`src/rtl/vga_scanout.sv`:
```
// vga_scanout: 800x600@72 Hz VGA timing generator and frame-buffer reader.
// A 400x300 6-bit frame buffer is shown with 2x2 pixel replication. The
// pipeline is counters -> one register (waiting on the frame-buffer read)
// -> output pins, so colour and syncs leave exactly 2 clocks after the
// counter position that produced them. write_enable and
// vertical_porch_start let the game logic update the frame buffer during
// vertical blanking.
module vga_scanout #(
  parameter int H_VISIBLE = 800,
  parameter int H_FRONT   = 56,
  parameter int H_SYNC    = 120,
  parameter int H_BACK    = 64,
  parameter int V_VISIBLE = 600,
  parameter int V_FRONT   = 37,
  parameter int V_SYNC    = 6,
  parameter int V_BACK    = 23,
  parameter bit SYNC_POL  = 1'b1
) (
  input  logic       clk50M,
  input  logic       rst,
  output logic [8:0] fb_addr_x,
  output logic [8:0] fb_addr_y,
  output logic       fb_rd,
  input  logic [5:0] fb_data,
  output logic [1:0] vga_r,
  output logic [1:0] vga_g,
  output logic [1:0] vga_b,
  output logic       vga_hsync,
  output logic       vga_vsync,
  output logic       write_enable,
  output logic       vertical_porch_start
);

  localparam int H_TOTAL = H_VISIBLE + H_FRONT + H_SYNC + H_BACK;
  localparam int V_TOTAL = V_VISIBLE + V_FRONT + V_SYNC + V_BACK;

  // Sized boundary constants so every counter comparison is width-exact.
  localparam logic [10:0] H_LAST       = 11'(H_TOTAL - 1);
  localparam logic [10:0] H_VIS_END    = 11'(H_VISIBLE);
  localparam logic [10:0] H_SYNC_FIRST = 11'(H_VISIBLE + H_FRONT);
  localparam logic [10:0] H_SYNC_LAST  = 11'(H_VISIBLE + H_FRONT + H_SYNC - 1);
  localparam logic [9:0]  V_LAST       = 10'(V_TOTAL - 1);
  localparam logic [9:0]  V_VIS_END    = 10'(V_VISIBLE);
  localparam logic [9:0]  V_SYNC_FIRST = 10'(V_VISIBLE + V_FRONT);
  localparam logic [9:0]  V_SYNC_LAST  = 10'(V_VISIBLE + V_FRONT + V_SYNC - 1);

  logic [10:0] h_cnt;
  logic [9:0]  v_cnt;
  logic        h_wrap;
  logic        frame_end;

  // Stage 0 (combinational from the counters)
  logic        visible;
  logic        hsync_raw;
  logic        vsync_raw;

  // Stage 1 (aligned with the cycle in which fb_data is valid)
  logic        visible_d1;
  logic        hsync_d1;
  logic        vsync_d1;

  assign h_wrap    = (h_cnt == H_LAST);
  assign frame_end = h_wrap && (v_cnt == V_LAST);

  // Raster position: h_cnt every clock, v_cnt on each line wrap.
  always_ff @(posedge clk50M) begin
    // NOTE: state is updated with non-blocking assignments so every register
    // samples the pre-edge values, regardless of block ordering.
    if (rst) begin
      h_cnt <= '0;
      v_cnt <= '0;
    end else if (h_wrap) begin
      h_cnt <= '0;
      v_cnt <= (v_cnt == V_LAST) ? '0 : v_cnt + 10'd1;
    end else begin
      h_cnt <= h_cnt + 11'd1;
    end
  end

  // Visible window, replicated frame-buffer address and raw sync windows.
  always_comb begin
    // NOTE: every output gets a default before any branch so no path leaves
    // a value held, which would otherwise infer a latch.
    fb_addr_x = '0;
    fb_addr_y = '0;
    visible   = (h_cnt < H_VIS_END) && (v_cnt < V_VIS_END);
    hsync_raw = (h_cnt >= H_SYNC_FIRST) && (h_cnt <= H_SYNC_LAST);
    vsync_raw = (v_cnt >= V_SYNC_FIRST) && (v_cnt <= V_SYNC_LAST);
    if (visible) begin
      // Dropping bit 0 shows each stored pixel on two clocks and two lines.
      fb_addr_x = h_cnt[9:1];
      fb_addr_y = v_cnt[9:1];
    end
  end

  assign fb_rd = visible;

  // Delay the control bits one clock to wait for the frame-buffer read.
  always_ff @(posedge clk50M) begin
    if (rst) begin
      visible_d1 <= 1'b0;
      hsync_d1   <= 1'b0;
      vsync_d1   <= 1'b0;
    end else begin
      visible_d1 <= visible;
      hsync_d1   <= hsync_raw;
      vsync_d1   <= vsync_raw;
    end
  end

  // Output pins: colour is blanked outside the window, syncs at SYNC_POL.
  always_ff @(posedge clk50M) begin
    if (rst) begin
      vga_r     <= '0;
      vga_g     <= '0;
      vga_b     <= '0;
      vga_hsync <= ~SYNC_POL;
      vga_vsync <= ~SYNC_POL;
    end else begin
      vga_r     <= visible_d1 ? fb_data[5:4] : 2'b00;
      vga_g     <= visible_d1 ? fb_data[3:2] : 2'b00;
      vga_b     <= visible_d1 ? fb_data[1:0] : 2'b00;
      vga_hsync <= hsync_d1 ? SYNC_POL : ~SYNC_POL;
      vga_vsync <= vsync_d1 ? SYNC_POL : ~SYNC_POL;
    end
  end

  // Blanking handshakes for the game logic. write_enable drops on the same
  // edge that wraps v_cnt, so it never overlaps a frame-buffer read.
  always_ff @(posedge clk50M) begin
    if (rst) begin
      write_enable         <= 1'b0;
      vertical_porch_start <= 1'b0;
    end else begin
      write_enable         <= (v_cnt >= V_VIS_END) && !frame_end;
      vertical_porch_start <= (h_cnt == 11'd0) && (v_cnt == V_VIS_END);
    end
  end

endmodule

```
`config.mk`:
```
export PLATFORM = sky130hd
export DESIGN_NAME = vga_scanout
export DESIGN_NICKNAME = d
export VERILOG_FILES = /design/src/rtl/vga_scanout.sv
export SDC_FILE = /design/constraint.sdc
export NUM_CORES = 1
export LEC_CHECK = 0
export CORE_UTILIZATION = 51
export DETAILED_ROUTE_END_ITERATION = 10
export PLACE_DENSITY = 0.79
export SLEW_MARGIN = 30
export SYNTH_ARGS = -nofsm -noshare
export SYNTH_HDL_FRONTEND = slang
export SYNTH_SLANG_ARGS = --single-unit
export TNS_END_PERCENT = 10
```
`constraint.sdc`:
```
create_clock -name clk50M -period 3.5 [get_ports clk50M]
set_input_delay 0.7 -clock clk50M [delete_from_list [all_inputs] [get_ports clk50M]]
set_output_delay 0.7 -clock clk50M [all_outputs]
set_load 0.05 [all_outputs]
```
==> impl_metrics.yaml, run 1 <==
outcome:
  outcome: "finished, final reports clean"
global_routing:
  grt_pass1_wl_um: 6203
  antenna_found_initial: 0
  first_global_vias: 1392
  globalRouteOverflowTotal: 0
  grt_max_degree: 14
  track_usage_pct: 23.71
yosys:
  synthTopCellsByCount: "34 x dfxtp_1, 23 x and2_1, 20 x nor2_1"
  syn_inst: 199
  synth_ff_type: "dfxtp_1"
  ys_seq_area_share_pct: 39.65
  syn_area_um2: 1717
  ys_warn_count: 0
  ys_types: 39
  synth_top_area_cell: "dfxtp_1"
  syn_avg_cell_area_um2: 8.626
  ys_seq_elements: 34
  async_flop_share_pct: 0
  syn-num-nets: 213
  yosysTopAreaCellShare_pct: 39.65
  synth_edf_count: 0
  synth_area_leaders: "dfxtp_1 40%, and2_1 8.4%, xnor2_1 4.6%, ha_1 4.4%, nor2_1 4.4%"
  synth.most_common_cell: "dfxtp_1"
clock_network:
  ctsHoldBuffers: 0
  cts_resized: 0
  cts_buffers: 5
  clock_latency_ns: 0.34
  cts_setup_buffers: 0
  path_clk_slew_ns: 0.11
  cts.sinks: 34
  cts_tree: "done"
  htreeDepth: 2
  cts_root_buf: "clkbuf_4"
  clockBufferDepth: 2
sta:
  setup_tns_ns: 0
  rsz0062_at_grt: "no"
  fmax_mhz: 310.4
  period_share_pct: 92.05
  min_period_ns: 3.222
  worst_slew_pin_slew_ns: 0.5210
  setup_viol: 0
  final_hold_viol_count: 0
  drv_slew: 0
  slew_headroom_pct: 65.00
  finClkSkew_ns: 0.005623
floorplan:
  rows: 20
  die_area_um2: 3602
  start_util_pct: 54.88
  die_y_um: 60.02
  core_um2: 3128
  die_w_um: 60.02
  io_pins: 37
power_and_ir_drop:
  power_leakage_uw: 0.0008514
  peakVddDrop_v: 0.0003513
  seq_power_share_pct: 48.6
  p_comb_share_pct: 7.3
  totalPowerFinal_uw: 818.3
  pwr_density_cell_nw_per_um2: 350.5
  p_sw_uw: 175.2
  p_clk_share_pct: 44.1
  internal-power_uw: 643.1
  switching_share_pct: 21.41
placed_design:
  place.gp.congestion: 0.9805
  io_buffers: 36
  hpwl_um: 2777
detailed_routing:
  drt_first_pass_iters: 4
  drt_iter0_markers: 47
  wire_per_inst_um: 14.10
  vias_per_cell: 5.536
  final_antenna_net_count: 0
  drcViolationCount: 0
  via_count: 1528
  drt_wl_total_um: 3891
layout:
  antennaDiodeCount: 0
  fill_cells: 242
  synthToLayoutAreaGrowth_pct: 36.01
  nets: 245
  drive_gt1_share_pct: 14.66
worst_setup_path:
  crit_required_ns: 2.80
  crit_fanout: 8
  arrival_ns: 2.52
  worstSetupPathType: "reg -> out"
  crit_path_start_kind: "flop"
  end_kind: "output port"
hold_path:
  hold_path.class: "reg -> reg"
run:
  max_cap_viol_count: 0
placed cells by master, fill, tap and decap left out, drive strengths merged, types with 2 or more instances in the layout:
cell,synthesis,layout
xnor2,9,9
bufinv,0,2
nor2,20,20
dfxtp,34,34
ha,6,6
and2,24,24
xor2,2,2
inv,9,9
nor4,6,6
nand2,10,10
buf,8,20
clkbuf,5,5
clkdlybuf4s50,0,18
or4,4,4
nor2b,6,6
nand4,5,5
a21oi,10,10
nand3,11,11
nor4b,2,2
nor3,5,5
o31ai,4,4
or3,4,4
and3,2,2
routing by layer:
metal / global-route usage [%] / wire [um] / vias to the layer above
met2: 36.83 / 1779 / 70
met5: 0 / 0 / -
met4: 12.62 / 116 / 0
li1: - / - / 740
met3: 6.277 / 270 / 13
met1: 29.89 / 1725 / 705
power by group through the flow:
stage | combinational [uW] | sequential, uW | clock [uW]
after global routing | 63.4 | 399 | 380
final | 59.4 | 398 | 361
after global placement | 58.3 | 406 | 0
after floorplan | 24.9 | 414 | 0
after detailed placement | 58.9 | 407 | 0
after CTS | 60.0 | 398 | 364
worst paths after layout:
kind / slack [ns] / depth (start not counted) / start / to
setup / recovery: 0.28 / 4 / h_cnt[7] / fb_addr_y[8]
hold reg to reg: 0.45 / 1 / vsync_d1 / vga_vsync
hold / removal: 0.45 / 1 / vsync_d1 / vga_vsync
setup reg to reg: 1.25 / 4 / h_cnt[7] / v_cnt[8]
cell type report:
class                           count  area [um^2]  area share, %
Sequential cell                    34        680.7          29.15
Multi-Input combinational cell    143        903.4          38.69
Clock buffer                        5        37.54          1.608
Clock inverter                      3        68.82          2.947
Inverter                            9        33.78          1.447
Tap cell                           44        55.05          2.358
Timing Repair Buffer               38        555.5          23.79
per-stage QoR:
| stage | std cells | setup slack, ns | hold WS [ns] | area [um^2] | util [%] |
|---|---|---|---|---|---|
| 5_1_grt | 276 | 0.1672 | 0.4711 | 2335 | 74.64 |
| 3_5_place_dp | 268 | 0.7019 | 0.4258 | 2228 | 71.24 |
| 2_1_floorplan | 199 | 0.2926 | 0.4138 | 1717 | - |
| 3_3_place_gp | 268 | 0.7249 | 0.4213 | 2228 | 71.24 |
| 4_1_cts | 276 | 0.2901 | 0.4502 | 2335 | 74.64 |
| 6_report | 276 | 0.2781 | 0.4472 | 2335 | 74.64 |
state kept, by name, summed over array words and instances (netlist names):
| name | cells |
|---|---|
| vga_hsync | 1 |
| vga_vsync | 1 |
| hsync_d1 | 1 |
| vga_r | 2 |
| vertical_porch_start | 1 |
| vga_g | 2 |
| v_cnt | 10 |
| vsync_d1 | 1 |
| vga_b | 2 |
| visible_d1 | 1 |
| h_cnt | 11 |
| write_enable | 1 |
logic make-up (layout without fill, tap and decap cells):
| kind of cell | Yosys count | count (layout) | synth area share (%) |
|---|---|---|---|
| and+or+nand+nor | 101 | 101 | 32.51 |
| buffers and inverters | 22 | 55 | 7.726 |
| xor gates and xnor gates | 11 | 11 | 5.613 |
| muxes | 1 | 1 | 0.6559 |
| DFF | 34 | 34 | 39.65 |
| AOI/OAI and AO/OA | 24 | 24 | 9.476 |
| adders and majority gates | 6 | 6 | 4.373 |
worst max-delay path: stages, from the launching register on:
cell and delay, ns:
dfxtp_1 0.39, or3_1 0.51, a31o_1 0.29, nor3_1 0.16, clkdlybuf4s50_1 0.83
Note: power is estimated with default switching activity, not from simulation.
==> run 2, diff against run 1 <==
--- a/config.mk
+++ b/config.mk
@@ -5,6 +5,7 @@
 export SDC_FILE = /design/constraint.sdc
 export NUM_CORES = 1
 export LEC_CHECK = 0
+export CORE_MARGIN = 3
 export CORE_UTILIZATION = 51
 export DETAILED_ROUTE_END_ITERATION = 10
 export PLACE_DENSITY = 0.79
==> run 2 against run 1 <==
Combinational power up 1%; sequential share of layout area up 0.54 points; largest cell class unchanged; highest routed layer unchanged; die area up 14%; core utilization down 1.4 points.
==> impl_metrics.yaml, run 2 (synthesis gave the netlist of run 1 again) <==
clock_network:
  clockBufferDepth: 2
  cts_root_buf: "clkbuf_4"
  htreeDepth: 2
  path_clk_slew_ns: 0.11
  cts_setup_buffers: 0
  clock_latency_ns: 0.34
  ctsHoldBuffers: 0
  cts_tree: "done"
  cts_buffers: 5
  cts_resized: 0
  cts.sinks: 34
placed_design:
  io_buffers: 36
  hpwl_um: 2774
  place.gp.congestion: 0.9204
layout:
  final_util_pct: 73.28
  layout.cells.most_common: "dfxtp_1"
  largest_reg_flops: 11
  nets: 245
  final_cell_mix: "34 x dfxtp_1, 23 x and2_1, 20 x nor2_1"
  synthToLayoutAreaGrowth_pct: 33.53
  drive_gt1_share_pct: 14.66
  antennaDiodeCount: 0
  area.sequential_um2: 680.7
  largest-register: "h_cnt"
  fill_cells: 235
  top_regs: "h_cnt x11, v_cnt x10"
  multi_input_area_um2: 903.4
floorplan:
  die_y_um: 64.02
  die_w_um: 64.02
  start_util_pct: 54.88
  io_pins: 37
  core_um2: 3128
  die_area_um2: 4098
  rows: 20
sta:
  drv_slew: 0
  setup_viol: 0
  setup_tns_ns: 0
  period_share_pct: 92.13
  worst_slew_pin_slew_ns: 0.5053
  rsz0062_at_grt: "no"
  finClkSkew_ns: 0.005430
  final_hold_viol_count: 0
  fmax_mhz: 310.1
  slew_headroom_pct: 66.21
  min_period_ns: 3.225
detailed_routing:
  vias_per_cell: 5.362
  drcViolationCount: 0
  drt_iter0_markers: 82
  final_antenna_net_count: 0
  drt_first_pass_iters: 4
  wire_per_inst_um: 13.75
  via_count: 1480
  drt_wl_total_um: 3796
worst_setup_path:
  critPathLaunch: "h_cnt[7]"
  r2r_start: "h_cnt[7]"
  crit_fanout: 8
  crit_required_ns: 2.80
  arrival_ns: 2.52
  r2r_setup_slack_ns: 1.25
  crit_path_start_kind: "flop"
  timing.rr.end: "v_cnt[8]"
  end_kind: "output port"
  rr_worst_depth: 4
  worstSetupPathType: "reg -> out"
power_and_ir_drop:
  peakVddDrop_v: 0.0002518
  power_leakage_uw: 0.0008303
  pwr_density_cell_nw_per_um2: 300.6
global_routing:
  grt_pass1_wl_um: 6665
  grt_max_degree: 14
  globalRouteOverflowTotal: 0
  antenna_found_initial: 0
  track_usage_pct: 20.82
  first_global_vias: 1430
hold_path:
  hp-start: "hsync_d1"
  hold_path.class: "reg -> reg"
  min_path_cells: 1
  worstHoldEndpoint: "vga_hsync"
run:
  max_cap_viol_count: 0
outcome:
  outcome: "finished, final reports clean"
run 2: cell count changes in the layout (fill, tap and decap cells not counted), sizes merged:
cell	change
bufinv	-2
clkbuf	+1
clkinvlp	+1
run 2: area by class of cell:
cell class | count | share of cell area, %
Multi-Input combinational cell | 143 | 39.41
Sequential cell | 34 | 29.69
Timing Repair Buffer | 38 | 24.24
Tap cell | 44 | 2.402
Clock buffer | 6 | 2.238
Inverter | 9 | 1.474
Clock inverter | 2 | 0.5459
run 2: per-layer routing:
| layer | GRT usage, % | vias up | part of all wire [%] |
|---|---|---|---|
| li1 | - | 743 | - |
| met1 | 28.03 | 676 | 46 |
| met2 | 29.81 | 52 | 45 |
| met3 | 6.151 | 9 | 7.5 |
| met4 | 10.78 | 0 | 1.9 |
| met5 | 0 | - | 0 |
run 2: how the worst max path moves through the flow:
stage | end | slack, ns | cells past startpoint
global route | fb_addr_y[0] | 0.19 | 6
finish | fb_addr_y[8] | 0.28 | 4
floorplan | fb_addr_x[0] | 0.29 | 6
global placement | fb_addr_y[8] | 0.72 | 4
CTS | fb_addr_y[8] | 0.27 | 4
detailed placement | fb_addr_y[8] | 0.67 | 4
run 2: where the power goes:
group	internal, uW	leakage [uW]	switching, uW
Combinational	26.6	0.000520	33.4
Clock	96.5	0.0000343	135
Sequential	393	0.000276	4.39
Total	516	0.000830	173
run 2: through the flow:
step | instances | setup slack [ns] | instance area, um^2 | hold WS, ns | total power, uW
2_1_floorplan | 199 | 0.2926 | 1717 | 0.4138 | 439.2
3_3_place_gp | 268 | 0.7179 | 2228 | 0.4206 | 464.8
3_5_place_dp | 268 | 0.6716 | 2228 | 0.4204 | 465.9
4_1_cts | 276 | 0.2653 | 2292 | 0.4449 | 693.3
5_1_grt | 276 | 0.1887 | 2292 | 0.4712 | 714.3
6_report | 276 | 0.2753 | 2292 | 0.4444 | 689.0
run 2: worst max-delay path: stages, from the launching register on:
cell	delay [ns]
dfxtp_1	0.37
or3_1	0.52
a31o_1	0.28
nor3_1	0.17
clkdlybuf4s50_1	0.84
==> run 3, diff against run 2 <==
--- a/config.mk
+++ b/config.mk
@@ -7,8 +7,10 @@
 export LEC_CHECK = 0
 export CORE_MARGIN = 3
 export CORE_UTILIZATION = 51
+export CTS_CLUSTER_DIAMETER = 30
 export DETAILED_ROUTE_END_ITERATION = 10
 export PLACE_DENSITY = 0.79
+export RECOVER_POWER = 50
 export SLEW_MARGIN = 30
 export SYNTH_ARGS = -nofsm -noshare
 export SYNTH_HDL_FRONTEND = slang
==> run 3 against run 2 <==
Cell count unchanged; core utilization is 0.12 points lower; largest cell class unchanged; combinational power fell by 1%; sequential share of layout area is essentially flat; sequential cell count is the same; global-route usage is the same; clock power about the same; first-iteration DRC count up 9.8%; sequential power is essentially flat; largest power group unchanged; via count is the same; highest routed layer unchanged.
==> impl_metrics.yaml, run 3 (synthesis gave the netlist of run 1 again) <==
worst_setup_path:
  cp.buffers_inverters: 1
  crit_required_ns: 2.80
  r2r_start: "h_cnt[7]"
  timing.rr.end: "v_cnt[9]"
  worstSetupPathType: "reg -> out"
  end_kind: "output port"
  crit_path_start_kind: "flop"
  slowest_stage: "clkdlybuf4s50_1"
  path_delay_family: "buffers and inverters"
  worstPathCellList: "or3_1 -> a31o_1 -> nor3_1 -> clkdlybuf4s50_1"
  crit_fanout: 8
  rr_worst_depth: 4
  r2r_setup_slack_ns: 1.12
  arrival_ns: 2.52
  critPathMaxStageDelay_ns: 0.84
placed_design:
  place_ws_ns: 0.6716
  hpwl_um: 2774
  io_buffers: 36
  place_area_um2: 2228
  place.gp.congestion: 0.9204
sta:
  setup_tns_ns: 0
  fmax_mhz: 310.4
  finClkSkew_ns: 0.005387
  slew_headroom_pct: 54.17
  drv_slew: 0
  worst_slew_pin_slew_ns: 0.6861
  min_period_ns: 3.221
  period_share_pct: 92.04
  setup_viol: 0
  layout_setup_ws_ns: 0.2788
  rsz0062_at_grt: "no"
  final_hold_viol_count: 0
layout:
  area.sequential_um2: 680.7
  layout.cells.most_common: "dfxtp_1"
  synthToLayoutAreaGrowth_pct: 33.31
  final_cell_mix: "34 x dfxtp_1, 20 x nor2_1, 18 x and2_1, 18 x buf_12, 15 x clkdlybuf4s50_1"
  nets: 245
  largest_reg_flops: 11
  final_cell_area_um2: 2288
  fill_cells: 237
  drive_gt1_share_pct: 13.79
  largest-register: "h_cnt"
  multi_input_area_um2: 899.6
  final_util_pct: 73.16
  antennaDiodeCount: 0
  top_regs: "h_cnt x11, v_cnt x10"
floorplan:
  io_pins: 37
  die_y_um: 64.02
  start_util_pct: 54.88
  rows: 20
  core_um2: 3128
  die_w_um: 64.02
  die_area_um2: 4098
detailed_routing:
  vias_per_cell: 5.362
  via_count: 1480
  drcViolationCount: 0
  drt_first_pass_iters: 4
  drt_iter0_markers: 90
  wire_per_inst_um: 13.75
  drt_wl_total_um: 3796
  final_antenna_net_count: 0
clock_network:
  cts.sinks: 34
  cts_root_buf: "clkbuf_4"
  cts_buffers: 5
  cts_resized: 0
  clockBufferDepth: 2
  path_clk_slew_ns: 0.11
  ctsHoldBuffers: 0
  cts_setup_buffers: 0
  htreeDepth: 2
  clock_latency_ns: 0.34
  cts_tree: "done"
global_routing:
  grt_max_degree: 14
  first_global_vias: 1430
  globalRouteOverflowTotal: 0
  grt_pass1_wl_um: 6665
  antenna_found_initial: 0
  track_usage_pct: 20.82
power_and_ir_drop:
  pwr_density_cell_nw_per_um2: 300.7
  totalPowerFinal_uw: 688.1
  power_leakage_uw: 0.0008293
  peakVddDrop_v: 0.0002516
hold_path:
  worstHoldEndpoint: "vga_hsync"
  min_path_cells: 1
  hp-start: "hsync_d1"
  hold_path.class: "reg -> reg"
run:
  max_cap_viol_count: 0
outcome:
  outcome: "finished, final reports clean"
run 3: cell types whose count changed in the layout (fill, tap and decap cells not counted), sizes merged:
| cell | previous run | this run |
|---|---|---|
| dlygate4sd3 | 0 | 3 |
| clkdlybuf4s50 | 18 | 15 |
run 3: worst max-delay path by stage:
stage,end,from,cells after the start
after floorplan,fb_addr_x[0],h_cnt[7],6
after global placement,fb_addr_y[8],h_cnt[7],4
after detailed placement,fb_addr_y[8],h_cnt[7],4
after CTS,fb_addr_y[8],h_cnt[7],4
after global routing,fb_addr_y[0],h_cnt[5],6
final,fb_addr_y[8],h_cnt[7],4
run 3: stage by stage:
stage | instances | hold WS (ns)
3_5_place_dp | 268 | 0.4204
4_1_cts | 276 | 0.4449
2_1_floorplan | 199 | 0.4138
5_1_grt | 276 | 0.4712
6_report | 276 | 0.4446
3_3_place_gp | 268 | 0.4206
run 3: per-layer routing:
layer	up-vias	wire length, um	GRT usage (%)
met5	-	0	0
met4	0	69	10.78
met3	9	300	6.151
met2	61	1686	29.81
met1	667	1739	28.03
li1	743	-	-
run 3: final cells by class:
class / count / share of cell area (%)
clock buffers: 6 / 2.242
inverters: 9 / 1.476
flip-flops and latches: 34 / 29.74
repair buffers: 38 / 24.28
multi-input cells: 143 / 39.31
clock inverters: 2 / 0.5467
well taps: 44 / 2.406
run 3: power breakdown:
part / switching [uW] / internal [uW]
registers: 4.39 / 393
logic: 33.5 / 25.8
clock network: 135 / 96.5
